--- config.mk ---
export PLATFORM = sky130hd
export DESIGN_NAME = stack_op_sequencer
export DESIGN_NICKNAME = d
export VERILOG_FILES = /design/src/rtl/stack_op_sequencer.sv
export SDC_FILE = /design/constraint.sdc
export NUM_CORES = 1
export LEC_CHECK = 0
export ABC_AREA = 1
export BUFFER_PORTS_ARGS = -buffer_cell sky130_fd_sc_hd__buf_2
export CORE_MARGIN = 1
export CORE_UTILIZATION = 60
export CTS_BUF_LIST = sky130_fd_sc_hd__clkbuf_4 sky130_fd_sc_hd__clkbuf_8 sky130_fd_sc_hd__clkbuf_16
export DETAILED_ROUTE_END_ITERATION = 8
export HOLD_SLACK_MARGIN = 0.05
export PLACE_DENSITY = 0.85
export SLEW_MARGIN = 20
export SYNTH_ARGS = -nofsm -noshare
export SYNTH_HDL_FRONTEND = slang
export SYNTH_SLANG_ARGS = --single-unit
--- constraint.sdc ---
create_clock -name clk -period 6.1 [get_ports clk]
set_clock_uncertainty 0.1 [all_clocks]
set_input_delay 0.915 -clock clk [delete_from_list [all_inputs] [get_ports clk]]
set_output_delay 0.915 -clock clk [all_outputs]
set_load 0.02 [all_outputs]
--- src/rtl/stack_op_sequencer.sv ---
// stack_op_sequencer: executes stack-machine opcodes against an 8-bit LIFO.
// Optional occupancy/underflow/overflow checker: define STACK_DEPTH_CHECK_EN.
module stack_op_sequencer #(
    parameter int DATA_W = 8,
    parameter int DEPTH  = 32
) (
    input  logic              clk,
    input  logic              rst,
    input  logic              op_valid,
    output logic              op_ready,
    input  logic [2:0]        op_code,
    input  logic [DATA_W-1:0] op_imm,
    output logic              res_valid,
    output logic [DATA_W-1:0] res_data,
    output logic              busy,
    output logic              stk_push,
    output logic              stk_pop,
    output logic              stk_tos,
    output logic [DATA_W-1:0] stk_din,
    input  logic [DATA_W-1:0] stk_dout,
    output logic              err
);

    localparam logic [2:0] OP_PUSH = 3'b000;
    localparam logic [2:0] OP_POP  = 3'b001;
    localparam logic [2:0] OP_ADD  = 3'b010;
    localparam logic [2:0] OP_SUB  = 3'b011;
    localparam logic [2:0] OP_AND  = 3'b100;
    localparam logic [2:0] OP_NOT  = 3'b101;
    localparam logic [2:0] OP_DUP  = 3'b110;
    localparam logic [2:0] OP_NOP  = 3'b111;

    typedef enum logic [2:0] {
        IDLE,
        RD_A,
        RD_B,
        WR,
        RES
    } state_e;

    state_e            state_q;
    logic [2:0]        op_q;
    logic [DATA_W-1:0] a_q;
    logic              ready_q;
    logic              busy_q;
    logic              push_q;
    logic              pop_q;
    logic              tos_q;
    logic [DATA_W-1:0] din_q;
    logic              res_valid_q;
    logic [DATA_W-1:0] res_data_q;

    logic              accept;
    logic              reject;
    logic [DATA_W-1:0] bin_res;

    // The checker needs room for two operands to be meaningful.
    if (DEPTH < 2 || DATA_W < 1) begin : g_bad_cfg
        $error("stack_op_sequencer: DEPTH must be >= 2, DATA_W >= 1");
    end

    // ready_q is high only in IDLE, so this is the handshake edge.
    assign accept = op_valid && ready_q;

    // Binary result: B arrives on stk_dout during RD_B, A is held.
    always_comb begin
        bin_res = stk_dout & a_q;
        unique case (op_q)
            OP_ADD:  bin_res = stk_dout + a_q;
            OP_SUB:  bin_res = stk_dout - a_q;
            default: bin_res = stk_dout & a_q;
        endcase
    end

`ifdef STACK_DEPTH_CHECK_EN
    localparam int OCC_W = $clog2(DEPTH + 1);
    localparam logic [OCC_W-1:0] OCC_FULL = OCC_W'(DEPTH);
    localparam logic [OCC_W-1:0] OCC_TWO  = OCC_W'(2);

    logic [OCC_W-1:0] occ_q;
    logic             err_q;

    // Reject ops that would under- or overflow the stack.
    always_comb begin
        reject = 1'b0;
        unique case (op_code)
            OP_PUSH: reject = (occ_q == OCC_FULL);
            OP_POP:  reject = (occ_q == '0);
            OP_NOT:  reject = (occ_q == '0);
            OP_DUP:  reject = (occ_q == '0) || (occ_q == OCC_FULL);
            OP_ADD:  reject = (occ_q < OCC_TWO);
            OP_SUB:  reject = (occ_q < OCC_TWO);
            OP_AND:  reject = (occ_q < OCC_TWO);
            default: reject = 1'b0;
        endcase
    end

    // Occupancy follows the push/pop strobes as the stack sees them.
    always_ff @(posedge clk or posedge rst) begin
        if (rst) begin
            occ_q <= '0;
        end else if (push_q) begin
            occ_q <= occ_q + 1'b1;
        end else if (pop_q) begin
            occ_q <= occ_q - 1'b1;
        end
    end

    // Sticky error on any rejected op.
    always_ff @(posedge clk or posedge rst) begin
        if (rst) begin
            err_q <= 1'b0;
        end else if (accept && reject) begin
            err_q <= 1'b1;
        end
    end

    assign err = err_q;
`else
    assign reject = 1'b0;
    assign err    = 1'b0;
`endif

    // Main FSM; all outputs are registered for the state being entered.
    always_ff @(posedge clk or posedge rst) begin
        if (rst) begin
            state_q     <= IDLE;
            op_q        <= OP_NOP;
            a_q         <= '0;
            ready_q     <= 1'b1;
            busy_q      <= 1'b0;
            push_q      <= 1'b0;
            pop_q       <= 1'b0;
            tos_q       <= 1'b0;
            din_q       <= '0;
            res_valid_q <= 1'b0;
            res_data_q  <= '0;
        end else begin
            res_valid_q <= 1'b0;
            unique case (state_q)
                IDLE: begin
                    if (accept && !reject) begin
                        op_q <= op_code;
                        unique case (op_code)
                            OP_NOP: begin
                                state_q <= IDLE;
                            end
                            OP_PUSH: begin
                                state_q <= WR;
                                ready_q <= 1'b0;
                                busy_q  <= 1'b1;
                                push_q  <= 1'b1;
                                din_q   <= op_imm;
                            end
                            default: begin
                                state_q <= RD_A;
                                ready_q <= 1'b0;
                                busy_q  <= 1'b1;
                                tos_q   <= 1'b1;
                                pop_q   <= (op_code != OP_DUP);
                            end
                        endcase
                    end
                end
                RD_A: begin
                    a_q   <= stk_dout;
                    tos_q <= 1'b0;
                    pop_q <= 1'b0;
                    unique case (op_q)
                        OP_POP: begin
                            state_q     <= RES;
                            res_valid_q <= 1'b1;
                            res_data_q  <= stk_dout;
                        end
                        OP_NOT: begin
                            state_q <= WR;
                            push_q  <= 1'b1;
                            din_q   <= ~stk_dout;
                        end
                        OP_DUP: begin
                            state_q <= WR;
                            push_q  <= 1'b1;
                            din_q   <= stk_dout;
                        end
                        default: begin
                            state_q <= RD_B;
                            tos_q   <= 1'b1;
                            pop_q   <= 1'b1;
                        end
                    endcase
                end
                RD_B: begin
                    state_q <= WR;
                    tos_q   <= 1'b0;
                    pop_q   <= 1'b0;
                    push_q  <= 1'b1;
                    din_q   <= bin_res;
                end
                WR: begin
                    state_q <= IDLE;
                    push_q  <= 1'b0;
                    din_q   <= '0;
                    ready_q <= 1'b1;
                    busy_q  <= 1'b0;
                end
                RES: begin
                    state_q <= IDLE;
                    ready_q <= 1'b1;
                    busy_q  <= 1'b0;
                end
                default: begin
                    state_q <= IDLE;
                    push_q  <= 1'b0;
                    pop_q   <= 1'b0;
                    tos_q   <= 1'b0;
                    ready_q <= 1'b1;
                    busy_q  <= 1'b0;
                end
            endcase
        end
    end

    assign op_ready  = ready_q;
    assign busy      = busy_q;
    assign stk_push  = push_q;
    assign stk_pop   = pop_q;
    assign stk_tos   = tos_q;
    assign stk_din   = din_q;
    assign res_valid = res_valid_q;
    assign res_data  = res_data_q;

endmodule

======== Word level (Yosys, flattened, before mapping) ========
Cells that the tools add are included.
storage, ports and cells
  output and inout bits ................... 23
  word-level logic and storage cells ...... 78
  register bits ........................... 36
  latch bits .............................. 0
  memory bits (read-only) ................. 0
  memories ................................ 0
  memory bits (writable) .................. 0
  input bits .............................. 22
operators by class
  multipliers ............................. 0
  $add $sub $neg .......................... 2
  shift operators ......................... 0
  divide/modulo/power cells ............... 0
  bitwise operators ....................... 5
  mux-type cells .......................... 28
  reduce and logical (&&, ||, !) cells .... 15
  eq/ne operators ......................... 17
  order comparisons ....................... 0
operators with widths
  cell                                                 number
  one-hot mux 8 bit (2 select lines)                   2
  one-hot mux 8 bit (4 select lines)                   1
  2-to-1 mux 8 bit                                     2
  2-to-1 mux 1 bit                                     14
  equality test 3 x 2 -> 1 bit, second input constant  4
  equality test 3 bit, second input constant           4
  one-hot mux 3 bit (3 select lines)                   1
  adder 8 bit                                          1
  bitwise AND 8 bit                                    1
  inequality test 2 bit, second input constant         4
  inverter 8 bit                                       1
  AND reduction 4 bit                                  2
  OR reduction 2 bit                                   4
  subtractor 8 bit                                     1
  equality test 3 x 1 -> 1 bit, second input constant  2
  logical NOT 3 bit                                    2
  inequality test 3 bit, second input constant         2
  one-hot mux 1 bit (3 select lines)                   2
  one-hot mux 3 bit (2 select lines)                   1
  AND reduction 3 bit                                  2
  one-hot mux 1 bit (2 select lines)                   2
  one-hot mux 1 bit (4 select lines)                   1
  one-hot mux 2 bit (2 select lines)                   1
  AND reduction 2 bit                                  2
  6 further kinds                                      8

======== Depth between registers and ports, before layout ========
  depth after elaboration ................. 5
  mapped depth ............................ 20
  gate-level depth less buffers ........... 20

======== Least setup slack after synthesis ========
Ideal clock, no wire load.
  kind .................................... input to register
  start ................................... input port stk_dout[0]
  end ..................................... register din_q[4] (netlist: stk_din[4])
  cell stages on the path ................. 12
  setup time .............................. 0.116 ns
  data arrival time ....................... 2.128 ns
  slack ................................... 3.755 ns
  data required time ...................... 5.884 ns
  path buffers ............................ 0
  path through ............................ inv_1 -> ha_1 -> fa_1 -> inv_1 -> nand3_1 -> nand2_1 -> xnor2_1 -> nand2_1 -> nand3_1 -> nand3_1 -> nand2_1 -> nand2_1
on the way
  word-level cells in the longest chain between the ends .. 3
  elaborated cells on any way between the ends .. 4
  classes of those cells .................. add/sub (2); mux (2)
RTL lines
  what                                             line    source
  from (decl)                                      20      input logic [DATA_W-1:0] stk_dout,
  subtractor 8 bit or adder 8 bit (tied branches)  70, 69
  one-hot mux 8 bit (2 select lines) (*)           68      unique case (op_q)
  one-hot mux 8 bit (4 select lines) (*)           140     unique case (state_q)
  to (signal assigned)                             153     din_q <= op_imm;
  to (signal assigned)                             178     din_q <= ~stk_dout;
  to (signal assigned)                             183     din_q <= stk_dout;
  to (decl)                                        49      logic [DATA_W-1:0] din_q;
Mark *: on every way between the ends. The rest lies on a longest branch, timed or not.
A chain may end at the register's enable or synchronous reset.

======== Final worst setup path ========
  start ................................... register op_q[1]
  end ..................................... register din_q[6] (netlist: stk_din[6])
on the way
  word-level cells in the longest chain between the ends .. 3
  elaborated cells on any way between the ends .. 9
  classes of those cells .................. eq/ne (5); mux (3); reduce/logical (1)
RTL lines
  what                                                                       line     source
  from (decl)                                                                42       logic [2:0] op_q;
  from (signal assigned)                                                     143      op_q <= op_code;
  equality test 3 x 2 -> 1 bit or equality test 3 bit (tied branches)        68, 169
  one-hot mux 8 bit (2 select lines), or another cell as far along           68
  one-hot mux 8 bit (4 select lines) or AND reduction 4 bit (tied branches)  --
Several ways; a longest one is shown, not always the timed one.

==> flow_summary.json <==
{
  "max_slew_margin_pct": 56.67,
  "chipWidth_um": 65.26,
  "final_cell_mix": "100 x nand2_1, 49 x inv_1, 43 x buf_2",
  "num_antenna_cells": 0,
  "place_congestion": 1.020,
  "dieArea_um2": 4259,
  "yosys_warnings": 0,
  "root_buffer": "clkbuf_8",
  "fin_cells": 440,
  "p_comb_share_pct": 9.5,
  "nets": 423,
  "cts_num_sinks": 36,
  "synth_edf_count": 0,
  "clock_power_share_pct": 37.9,
  "worstPathCellList": "nand3_1 > nand2_1 > xor2_1 > inv_1 > ha_1 > nand2_1 > or2_2 > nand4_1 > nand3_1 > nand2_1 > nand2_1 > nand2_1 > nand2_1",
  "end_kind": "flip-flop",
  "switchingPower_mw": 0.1204,
  "worst_slew_pin_slew_ps": 647.8,
  "syn_inst": 347,
  "p_leak_nw": 1.491,
  "die_h_um": 65.26,
  "grtUsageTotal_pct": 31.18,
  "cts_tree": "built",
  "finalCritPeriodShare_pct": 43.20,
  "synthTopCellsByArea": "dfrtp_1 33%, nand2_1 16%, inv_1 7.7%",
  "ys_ff_latch": 36,
  "synth_top_area_share_pct": 33.35,
  "drv_slew": 0,
  "syn_nets": 379,
  "maxCapViolCount": 0,
  "fmax_mhz": 379.5,
  "finalSetupViolations": 0,
  "setup_slack_ps": 3465,
  "cts_hold_buf": 0,
  "period_needed_ps": 2635,
  "drtIter0Drc": 182,
  "switching_share_pct": 26.53,
  "overflow": 0,
  "worst_setup_path_start_kind": "flip-flop",
  "start_util_pct": 64.14,
  "netlist_area_um2": 2401,
  "cp_slowest_cell": "dfstp_2",
  "status": "finished clean",
  "synth_cell_types": 33,
  "dp.cells": 432,
  "drive_gt1_share_pct": 17.86,
  "firstDrtPassIters": 5,
  "h-tree-depth": 2,
  "yosys_most_used_dff": "dfrtp_1",
  "area_growth_pct": 13.65,
  "intPower_mw": 0.3335,
  "clockBufferDepth": 2,
  "crit_path_frequent_cell": "nand2_1",
  "antenna_found_initial": 0,
  "avgSynthCellArea_um2": 6.919,
  "viasPerCell": 5.416,
  "grt_pass1_wl_mm": 9.901,
  "dp_hpwl_mm": 4.565,
  "finalHoldViolCount": 0,
  "pin_count": 45,
  "worstPathRequired_ps": 6200,
  "worstSetupPathType": "reg2reg",
  "layout_commonest_cell": "nand2_1",
  "grt_pass1_vias": 2103,
  "worstPathArrival_ps": 2740,
  "core_um2": 3744,
  "ant_nets": 0,
  "rows": 22,
  "cts-resized-gates": 0,
  "setup_tns_ps": 0,
  "clk_latency_ps": 300,
  "io_buffers": 43,
  "cp_max_fo": 9,
  "routed_wl_mm": 5.931,
  "cts_buffers": 5,
  "power_density_nw_per_um2": 166.3,
  "vias": 2383,
  "async_flop_share_pct": 100.0,
  "rsz0062_at_grt": "false",
  "place_ws_ps": 3392,
  "synth_top_area_cell": "dfrtp_1",
  "wire_per_inst_um": 13.48,
  "remaining_drc_errors": 0,
  "synth-seq-area-share_pct": 37.73,
  "pwr-share-seq_pct": 52.6,
  "slowest_delay_ps": 570,
  "grt_max_degree": 37,
  "vdd_drop_max_v": 0.0001609,
  "hp-class": "reg2reg",
  "clk_pin_slew_worst_paths_ps": 80,
  "postCtsSetupBuffers": 0
}
## worst max-delay path: cells and delay by family (launching register included)
kind | cells | cell delay (ps)
xor gates and xnor gates | 1 | 150
adders and majority gates | 1 | 360
buffers and inverters | 1 | 70
DFF | 1 | 570
and+or+nand+nor | 10 | 1280
## routing by layer
layer	share of wire (%)	global-route usage, %	vias to the layer above
met2	46	48.71	99
met1	46	42.19	1083
met3	6.7	6.597	8
met5	0	0	-
met4	1.4	11.96	0
li1	-	-	1193
## cell families after synthesis
logic type,synth area share [%]
buffers and inverters,10.37
AOI/OAI and AO/OA,15.06
xor gates and xnor gates,2.553
other,0.1562
DFF,37.73
and+or+nand+nor,28.61
adders and majority gates,5.524
## registers in the layout, summed over array words and instances, names as in the netlist, 3 cells and up
name      count
state_q       3
stk_din       8
op_q          3
res_data      8
a_q           8
## power by group through the flow
stage / sequential, mW / clock (mW) / combinational, mW
after floorplan: 0.243 / 0 / 0.0264
after global placement: 0.243 / 0 / 0.0424
after detailed placement: 0.243 / 0 / 0.0426
after CTS: 0.239 / 0.177 / 0.0429
after global routing: 0.239 / 0.183 / 0.0497
final: 0.239 / 0.172 / 0.0433
## metrics by stage
step                      util (%)  hold WS, ps  power (mW)  instance area, um^2
after global placement       70.55        360.9      0.2856                 2641
final                        72.89        380.0      0.4539                 2729
after detailed placement     70.55        361.0      0.2858                 2641
after global routing         72.89        403.5      0.4708                 2729
after floorplan                  -        376.0      0.2696                 2401
after CTS                    72.89        381.2      0.4582                 2729
## synthesized netlist by cell type (2+ instances only)
library cell	instances
o211ai_1	3
nor2_1	26
inv_2	6
inv_1	49
nor2_2	2
o21ai_1	21
nand2_1	100
dfrtp_1	32
ha_1	9
a21oi_2	2
nand3_1	24
xor2_1	6
dfstp_2	4
buf_2	4
a21oi_1	14
nor3_1	6
a31oi_1	2
o21ai_0	22
## area by class of cell
class | instances | area (um^2)
fillers | 328 | 1015
repair buffers | 44 | 222.7
clock inverters | 3 | 18.77
multi-input cells | 249 | 1246
well taps | 48 | 60.06
inverters | 55 | 206.4
clock buffers | 5 | 68.82
flip-flops and latches | 36 | 905.9
## final timing paths
| kind | slack (ps) | endpoint | depth (start not counted) | start |
|---|---|---|---|---|
| worst min-delay path | 380 | stk_din[4] | 2 | stk_din[4] |
| worst max register to register | 3470 | stk_din[6] | 13 | op_q[1] |
| max in group asynchronous | 4950 | op_q[0] | 3 | rst |
| worst max-delay path | 3470 | stk_din[6] | 13 | op_q[1] |
| worst min register to register | 380 | stk_din[4] | 2 | stk_din[4] |
| min in group asynchronous | 600 | stk_din[6] | 3 | rst |
(Power assumes the default switching activity.)
